<file path="src/rtl/id_ex_stage_pkg.sv">
// Shared constants and decode helper for the ID/EX stage.
package id_ex_stage_pkg;

    localparam int unsigned DATA_W_DEF = 32;
    localparam int unsigned REG_AW_DEF = 5;

    localparam logic [5:0] OP_RTYPE = 6'h00;
    localparam logic [5:0] OP_BEQ   = 6'h04;
    localparam logic [5:0] OP_ADDI  = 6'h08;
    localparam logic [5:0] OP_SLTI  = 6'h0A;
    localparam logic [5:0] OP_ANDI  = 6'h0C;
    localparam logic [5:0] OP_ORI   = 6'h0D;
    localparam logic [5:0] OP_LW    = 6'h23;
    localparam logic [5:0] OP_SW    = 6'h2B;

    typedef enum logic [1:0] {
        BSelReg,
        BSelSext,
        BSelZext
    } b_sel_e;

    typedef struct packed {
        b_sel_e b_sel;
        logic   dest_rd;
        logic   wr;
    } dec_t;

    // Unknown opcodes fall through as a NOP that reads rt and writes nothing.
    function automatic dec_t decode_op(logic [5:0] op);
        dec_t d;
        d = '{b_sel: BSelReg, dest_rd: 1'b0, wr: 1'b0};
        case (op)
            OP_RTYPE:              d = '{b_sel: BSelReg,  dest_rd: 1'b1, wr: 1'b1};
            OP_ADDI, OP_SLTI, OP_LW: d = '{b_sel: BSelSext, dest_rd: 1'b0, wr: 1'b1};
            OP_ANDI, OP_ORI:       d = '{b_sel: BSelZext, dest_rd: 1'b0, wr: 1'b1};
            OP_SW:                 d = '{b_sel: BSelSext, dest_rd: 1'b0, wr: 1'b0};
            OP_BEQ:                d = '{b_sel: BSelReg,  dest_rd: 1'b0, wr: 1'b0};
            default:               d = '{b_sel: BSelReg,  dest_rd: 1'b0, wr: 1'b0};
        endcase
        return d;
    endfunction

endpackage

</file>
<file path="src/rtl/id_ex_stage_if.sv">
// Fetch-side, writeback, flush and ALU-side signals of the ID/EX stage.
interface id_ex_stage_if #(
    parameter int unsigned DATA_W = 32,
    parameter int unsigned REG_AW = 5
);

    logic              in_valid;
    logic              in_ready;
    logic [31:0]       instr;
    logic              wb_en;
    logic [REG_AW-1:0] wb_addr;
    logic [DATA_W-1:0] wb_data;
    logic              flush;
    logic              out_valid;
    logic              out_ready;
    logic [5:0]        opcode;
    logic [5:0]        func_field;
    logic [DATA_W-1:0] A;
    logic [DATA_W-1:0] B;
    logic [DATA_W-1:0] st_data;
    logic [REG_AW-1:0] dest;
    logic              reg_write;

    modport master (
        output in_valid, instr, wb_en, wb_addr, wb_data, flush, out_ready,
        input  in_ready, out_valid, opcode, func_field, A, B, st_data, dest, reg_write
    );

    modport slave (
        input  in_valid, instr, wb_en, wb_addr, wb_data, flush, out_ready,
        output in_ready, out_valid, opcode, func_field, A, B, st_data, dest, reg_write
    );

endinterface

</file>
<file path="src/rtl/id_ex_stage_reg_file.sv">
// Register file: two async read ports, one write port, r0 hardwired to zero.
// WB_BYPASS_EN forwards a same-cycle writeback onto the read ports.
module id_ex_stage_reg_file #(
    parameter int unsigned DATA_W = 32,
    parameter int unsigned REG_AW = 5
) (
    input  logic              clk,
    input  logic              rst,
    input  logic              wb_en_i,
    input  logic [REG_AW-1:0] wb_addr_i,
    input  logic [DATA_W-1:0] wb_data_i,
    input  logic [REG_AW-1:0] rs_addr_i,
    input  logic [REG_AW-1:0] rt_addr_i,
    output logic [DATA_W-1:0] rs_data_o,
    output logic [DATA_W-1:0] rt_data_o
);

    localparam int unsigned NumRegs = 1 << REG_AW;

    logic [DATA_W-1:0] regs_q [NumRegs];
    logic              wr_active;

    assign wr_active = wb_en_i && (wb_addr_i != '0);

    always_ff @(posedge clk or posedge rst) begin
        if (rst) begin
            for (int i = 0; i < NumRegs; i++) begin
                regs_q[i] <= '0;
            end
        end else if (wr_active) begin
            regs_q[wb_addr_i] <= wb_data_i;
        end
    end

    always_comb begin
        rs_data_o = (rs_addr_i == '0) ? '0 : regs_q[rs_addr_i];
        rt_data_o = (rt_addr_i == '0) ? '0 : regs_q[rt_addr_i];
`ifdef WB_BYPASS_EN
        if (wr_active && (wb_addr_i == rs_addr_i)) rs_data_o = wb_data_i;
        if (wr_active && (wb_addr_i == rt_addr_i)) rt_data_o = wb_data_i;
`endif
    end

endmodule

</file>
<file path="src/rtl/id_ex_stage.sv">
// Decode/register-read stage with a valid/ready ID/EX pipeline register.
// Optional WB_BYPASS_EN macro enables writeback-to-read forwarding in the reg file.
module id_ex_stage
    import id_ex_stage_pkg::*;
#(
    parameter int unsigned DATA_W = DATA_W_DEF,
    parameter int unsigned REG_AW = REG_AW_DEF
) (
    input  logic          clk,
    input  logic          rst,
    id_ex_stage_if.slave  bus
);

    logic [REG_AW-1:0] rs, rt, rd;
    logic [15:0]       imm;
    logic [DATA_W-1:0] rs_data, rt_data;
    logic [DATA_W-1:0] b_sel_val;
    dec_t              dec;
    logic              in_ready, load;
    logic              unused_shamt;

    logic              out_valid_q, out_valid_d;
    logic [5:0]        opcode_q, opcode_d;
    logic [5:0]        func_q, func_d;
    logic [DATA_W-1:0] a_q, a_d;
    logic [DATA_W-1:0] b_q, b_d;
    logic [DATA_W-1:0] st_data_q, st_data_d;
    logic [REG_AW-1:0] dest_q, dest_d;
    logic              reg_write_q, reg_write_d;

    assign rs           = REG_AW'(bus.instr[25:21]);
    assign rt           = REG_AW'(bus.instr[20:16]);
    assign rd           = REG_AW'(bus.instr[15:11]);
    assign imm          = bus.instr[15:0];
    assign unused_shamt = ^bus.instr[10:6];
    assign dec          = decode_op(bus.instr[31:26]);

    id_ex_stage_reg_file #(
        .DATA_W (DATA_W),
        .REG_AW (REG_AW)
    ) u_reg_file (
        .clk       (clk),
        .rst       (rst),
        .wb_en_i   (bus.wb_en),
        .wb_addr_i (bus.wb_addr),
        .wb_data_i (bus.wb_data),
        .rs_addr_i (rs),
        .rt_addr_i (rt),
        .rs_data_o (rs_data),
        .rt_data_o (rt_data)
    );

    always_comb begin
        b_sel_val = rt_data;
        case (dec.b_sel)
            BSelSext: b_sel_val = {{(DATA_W-16){imm[15]}}, imm};
            BSelZext: b_sel_val = {{(DATA_W-16){1'b0}}, imm};
            default:  b_sel_val = rt_data;
        endcase
    end

    assign in_ready = !out_valid_q || bus.out_ready;
    assign load     = bus.in_valid && in_ready && !bus.flush;

    // Flush wins over a same-cycle load; the offered instruction is dropped.
    always_comb begin
        out_valid_d = out_valid_q;
        opcode_d    = opcode_q;
        func_d      = func_q;
        a_d         = a_q;
        b_d         = b_q;
        st_data_d   = st_data_q;
        dest_d      = dest_q;
        reg_write_d = reg_write_q;
        if (bus.flush) begin
            out_valid_d = 1'b0;
        end else if (load) begin
            out_valid_d = 1'b1;
            opcode_d    = bus.instr[31:26];
            func_d      = bus.instr[5:0];
            a_d         = rs_data;
            b_d         = b_sel_val;
            st_data_d   = rt_data;
            dest_d      = dec.dest_rd ? rd : rt;
            reg_write_d = dec.wr && !(dec.dest_rd && (rd == '0));
        end else if (bus.out_ready) begin
            out_valid_d = 1'b0;
        end
    end

    always_ff @(posedge clk or posedge rst) begin
        if (rst) begin
            out_valid_q <= 1'b0;
            opcode_q    <= '0;
            func_q      <= '0;
            a_q         <= '0;
            b_q         <= '0;
            st_data_q   <= '0;
            dest_q      <= '0;
            reg_write_q <= 1'b0;
        end else begin
            out_valid_q <= out_valid_d;
            opcode_q    <= opcode_d;
            func_q      <= func_d;
            a_q         <= a_d;
            b_q         <= b_d;
            st_data_q   <= st_data_d;
            dest_q      <= dest_d;
            reg_write_q <= reg_write_d;
        end
    end

    assign bus.in_ready   = in_ready;
    assign bus.out_valid  = out_valid_q;
    assign bus.opcode     = opcode_q;
    assign bus.func_field = func_q;
    assign bus.A          = a_q;
    assign bus.B          = b_q;
    assign bus.st_data    = st_data_q;
    assign bus.dest       = dest_q;
    assign bus.reg_write  = reg_write_q;

endmodule

</file>
<file path="src/flat_wrapper.sv">
// flat-port wrapper written by rule: the top's interface ports become plain ports
module id_ex_stage_flat import id_ex_stage_pkg::*;
#(
    parameter int unsigned DATA_W = DATA_W_DEF,
    parameter int unsigned REG_AW = REG_AW_DEF
)
  (clk, rst, bus_in_valid, bus_instr, bus_wb_en, bus_wb_addr, bus_wb_data, bus_flush, bus_out_ready, bus_in_ready, bus_out_valid, bus_opcode, bus_func_field, bus_A, bus_B, bus_st_data, bus_dest, bus_reg_write);
  id_ex_stage_if #(.DATA_W(DATA_W), .REG_AW(REG_AW)) bus_i ();
  input  logic clk;
  input  logic rst;
  input wire logic [$bits(bus_i.in_valid)-1:0] bus_in_valid;
  input wire logic [$bits(bus_i.instr)-1:0] bus_instr;
  input wire logic [$bits(bus_i.wb_en)-1:0] bus_wb_en;
  input wire logic [$bits(bus_i.wb_addr)-1:0] bus_wb_addr;
  input wire logic [$bits(bus_i.wb_data)-1:0] bus_wb_data;
  input wire logic [$bits(bus_i.flush)-1:0] bus_flush;
  input wire logic [$bits(bus_i.out_ready)-1:0] bus_out_ready;
  output wire logic [$bits(bus_i.in_ready)-1:0] bus_in_ready;
  output wire logic [$bits(bus_i.out_valid)-1:0] bus_out_valid;
  output wire logic [$bits(bus_i.opcode)-1:0] bus_opcode;
  output wire logic [$bits(bus_i.func_field)-1:0] bus_func_field;
  output wire logic [$bits(bus_i.A)-1:0] bus_A;
  output wire logic [$bits(bus_i.B)-1:0] bus_B;
  output wire logic [$bits(bus_i.st_data)-1:0] bus_st_data;
  output wire logic [$bits(bus_i.dest)-1:0] bus_dest;
  output wire logic [$bits(bus_i.reg_write)-1:0] bus_reg_write;
  assign bus_i.in_valid = bus_in_valid;
  assign bus_i.instr = bus_instr;
  assign bus_i.wb_en = bus_wb_en;
  assign bus_i.wb_addr = bus_wb_addr;
  assign bus_i.wb_data = bus_wb_data;
  assign bus_i.flush = bus_flush;
  assign bus_i.out_ready = bus_out_ready;
  assign bus_in_ready = bus_i.in_ready;
  assign bus_out_valid = bus_i.out_valid;
  assign bus_opcode = bus_i.opcode;
  assign bus_func_field = bus_i.func_field;
  assign bus_A = bus_i.A;
  assign bus_B = bus_i.B;
  assign bus_st_data = bus_i.st_data;
  assign bus_dest = bus_i.dest;
  assign bus_reg_write = bus_i.reg_write;
  id_ex_stage #(.DATA_W(DATA_W), .REG_AW(REG_AW)) u_core (.clk(clk), .rst(rst), .bus(bus_i));
endmodule
</file>
<file path="config.mk">
export PLATFORM = sky130hd
export DESIGN_NAME = id_ex_stage_flat
export DESIGN_NICKNAME = d
export VERILOG_FILES = /design/src/rtl/id_ex_stage_pkg.sv /design/src/rtl/id_ex_stage_if.sv /design/src/rtl/id_ex_stage_reg_file.sv /design/src/rtl/id_ex_stage.sv /design/src/flat_wrapper.sv
export SDC_FILE = /design/constraint.sdc
export NUM_CORES = 2
export LEC_CHECK = 0
export BUFFER_PORTS_ARGS = -buffer_cell sky130_fd_sc_hd__buf_4
export CAP_MARGIN = 20
export CORE_MARGIN = 8
export CORE_UTILIZATION = 57
export CTS_CLUSTER_DIAMETER = 200
export CTS_CLUSTER_SIZE = 28
export DETAILED_ROUTE_END_ITERATION = 10
export PLACE_DENSITY = 0.76
export SLEW_MARGIN = 40
export SYNTH_ARGS = -nofsm -noshare
export SYNTH_HDL_FRONTEND = slang
export SYNTH_HIERARCHICAL = 1
export SYNTH_SLANG_ARGS = --single-unit
export TNS_END_PERCENT = 50
</file>
<file path="constraint.sdc">
create_clock -name clk -period 28.7 [get_ports clk]
set_input_delay 1.435 -clock clk [delete_from_list [all_inputs] [get_ports clk]]
set_output_delay 1.435 -clock clk [all_outputs]
set_load 0.02 [all_outputs]
</file>
==> flow_summary.json <==
{
  "drv_cap": 0,
  "power_density_nw_per_um2": 62.9,
  "crit_end": "u_core/bus.B[8]$_DFFE_PP0P_",
  "worst_r2r_path_depth": 5,
  "wl_um": 183000,
  "ant_nets": 0,
  "syn_avg_cell_area_um2": 14.6,
  "peakVddDrop_uv": 47.4,
  "rrSetupSlack_ns": 25.66,
  "synth.top_cell.area_share": 0.482,
  "cts-resized-gates": 0,
  "synth_largest_area_cell": "dfrtp_1",
  "grt_max_degree": 139,
  "crit_path_start": "bus_instr[17]",
  "fin_nets": 4016,
  "final_common_cell": "dfrtp_1",
  "cts_root_buf": "clkbuf_16",
  "drv_slew": 0,
  "die_w_um": 338,
  "startpoint_type": "input pin",
  "synth_edf_count": 0,
  "ys_ff_latch": 1139,
  "synth_top_family_by_area": "multiplexers",
  "worstPathMaxFanout": 46,
  "crit_buf_inv": 6,
  "post-route-cell-area_um2": 62900,
  "hpwlAfterDp_um": 107000,
  "instances_no_fill": 5324,
  "syn-num-nets": 4113,
  "cellLeakagePower_nw": 27.5,
  "drtPass1Iterations": 5,
  "via_per_inst": 7.24,
  "area_delta_synth_final_pct": 6.51,
  "max_stage_delay_ns": 0.59,
  "cp_top_family": "buffers and inverters",
  "pre_cts_ws_ns": 23.10,
  "grt.overflow.total": 0,
  "synthAdderAreaFrac": 0.000423,
  "cts_buffers": 46,
  "wl_per_cell_um": 34.3,
  "synth_xor_area_frac": 0,
  "clock_sinks": 1139,
  "outcome": "finished clean",
  "hold_viol": 0,
  "rows": 118,
  "synth.distinct_cells": 55,
  "arrival_ns": 5.37,
  "die_area_um2": 114000,
  "reg2reg_from": "u_core/bus.out_valid$_DFFE_PP0P_",
  "drive_gt1_frac": 0.488,
  "clkLatencyLatePin_ns": 0.69,
  "grt_pass1_wl_um": 269000,
  "setup_tns_ns": 0,
  "cts_tree": "done",
  "netlist_instances": 4036,
  "place_area_um2": 61500,
  "synth-main-ff-cell": "dfrtp_1",
  "io_buffers": 190,
  "hp-class": "register to register",
  "rsz0062_at_grt": "no",
  "first_iter_violations": 4296,
  "synth_area_leaders": "dfrtp_1 (48%), mux2_2 (21%), mux4_2 (15%)",
  "die_y_um": 338,
  "yosysSeqAreaShare": 0.482,
  "slew-limit-headroom": 0.342,
  "cp.depth": 12,
  "final_cell_mix": "dfrtp_1 (1139), mux2_2 (1112), mux4_2 (400), mux2i_1 (274), buf_4 (261)",
  "drc": 0,
  "muxShareOfSynthArea": 0.411,
  "async_flop_share": 1.00,
  "total_power_mw": 3.96,
  "worst_slack_ns": 23.84,
  "clk_pin_slew_ns": 0.11,
  "dp_cells": 5265,
  "synth-simple-area-share": 0.0226,
  "grt_pass1_vias": 39200,
  "track_usage": 0.317,
  "fmax_mhz": 206,
  "io_pins": 191,
  "endpoint_kind": "register",
  "clockBufferDepth": 3,
  "synth_area_um2": 59100,
  "fin_skew_ns": 0.0398,
  "h-tree-depth": 2,
  "tightest_slew_ns": 0.980,
  "final.period_utilization": 0.169,
  "period_needed_ns": 4.86,
  "antenna_found_initial": 12,
  "postLayoutCoreUtil": 0.610,
  "synth-compound-area-share": 0.0483,
  "start_util": 0.573,
  "setup_viol": 0,
  "worstSetupPathType": "input pin to register",
  "cts_setup_buffers": 0,
  "crit_slowest_cell": "mux4_2",
  "fillers": 7894,
  "timing.rr.end": "u_core/bus.A[5]$_DFFE_PP0P_",
  "whs_ns": 0.411,
  "core_um2": 103000,
  "yosysWarnings": 6,
  "num_vias": 38500,
  "place.gp.congestion": 0.834,
  "ctsHoldBuffers": 0,
  "cp_cell_sequence": "buf_8 -> buf_16 -> buf_12 -> buf_16 -> buf_6 -> mux4_2 -> mux4_2 -> o22ai_1 -> nor3_1 -> buf_4 -> a22oi_1 -> o21ai_0",
  "critPathRequiredTime_ns": 29.21
}
==> sequential cells by signal (all words and copies together) (netlist names) <==
signal	flops
u_core/u_reg_file/regs_q	1024
u_core/bus.A	32
u_core/bus.B	32
u_core/bus.st_data	32
u_core/bus.func_field	6
u_core/bus.opcode	6
u_core/bus.dest	5
u_core/bus.out_valid	1
u_core/bus.reg_write	1
==> area by class of cell <==
class                   count  area (um^2)  area share
clock buffers              49         1230      0.0195
well taps                1380         1730      0.0274
repair buffers            303         2700      0.0429
inverters                   6         31.3    0.000497
clock inverters             1         11.3    0.000179
diodes                      3         7.51    0.000119
flip-flops and latches   1139        28500       0.453
multi-input cells        2443        28700       0.457
==> logic make-up after synthesis <==
family	count (synthesis)
buffers and inverters	454
multiplexers	1786
adder cells (fa/ha/maj)	2
AND/OR/NAND/NOR	257
flip-flops	1139
AO/OA/AOI/OAI	398
==> how the worst min path moves through the flow <==
stage                     cells past startpoint                                       start                                          to  slack (ns)
final                                         0  u_core/u_reg_file/regs_q[1007]$_DFFE_PP0P_  u_core/u_reg_file/regs_q[1007]$_DFFE_PP0P_        0.41
after global routing                          0  u_core/u_reg_file/regs_q[1018]$_DFFE_PP0P_  u_core/u_reg_file/regs_q[1018]$_DFFE_PP0P_        0.42
after CTS                                     0  u_core/u_reg_file/regs_q[1002]$_DFFE_PP0P_  u_core/u_reg_file/regs_q[1002]$_DFFE_PP0P_        0.41
after detailed placement                      0  u_core/u_reg_file/regs_q[1009]$_DFFE_PP0P_  u_core/u_reg_file/regs_q[1009]$_DFFE_PP0P_        0.39
after global placement                        0  u_core/u_reg_file/regs_q[1017]$_DFFE_PP0P_  u_core/u_reg_file/regs_q[1017]$_DFFE_PP0P_        0.38
after floorplan                               1  u_core/u_reg_file/regs_q[1000]$_DFFE_PP0P_  u_core/u_reg_file/regs_q[1000]$_DFFE_PP0P_        0.44
==> power by group <==
part           switching (mW)  internal [mW]
sequential              0.247           1.91
clock                   0.500          0.308
combinational           0.423          0.570
total                    1.17           2.79
==> Yosys cell counts (42+ instances only) <==
library cell and instances:
buf_2 103, mux4_2 400, mux2_2 1112, a21oi_1 59, a22oi_1 92, mux2i_1 274
clkbuf_1 238, o22ai_1 42, a22o_1 43, dfrtp_1 1139, nand2_1 79, buf_1 58
==> routing by layer <==
layer	routed length, um	vias to the layer above	track usage
met2	82500	2187	0.484
li1	-	15200	-
met1	72300	20700	0.437
met3	19000	489	0.0816
met5	82	-	0
met4	8540	12	0.126
Note: power is estimated with default switching activity, not from simulation.
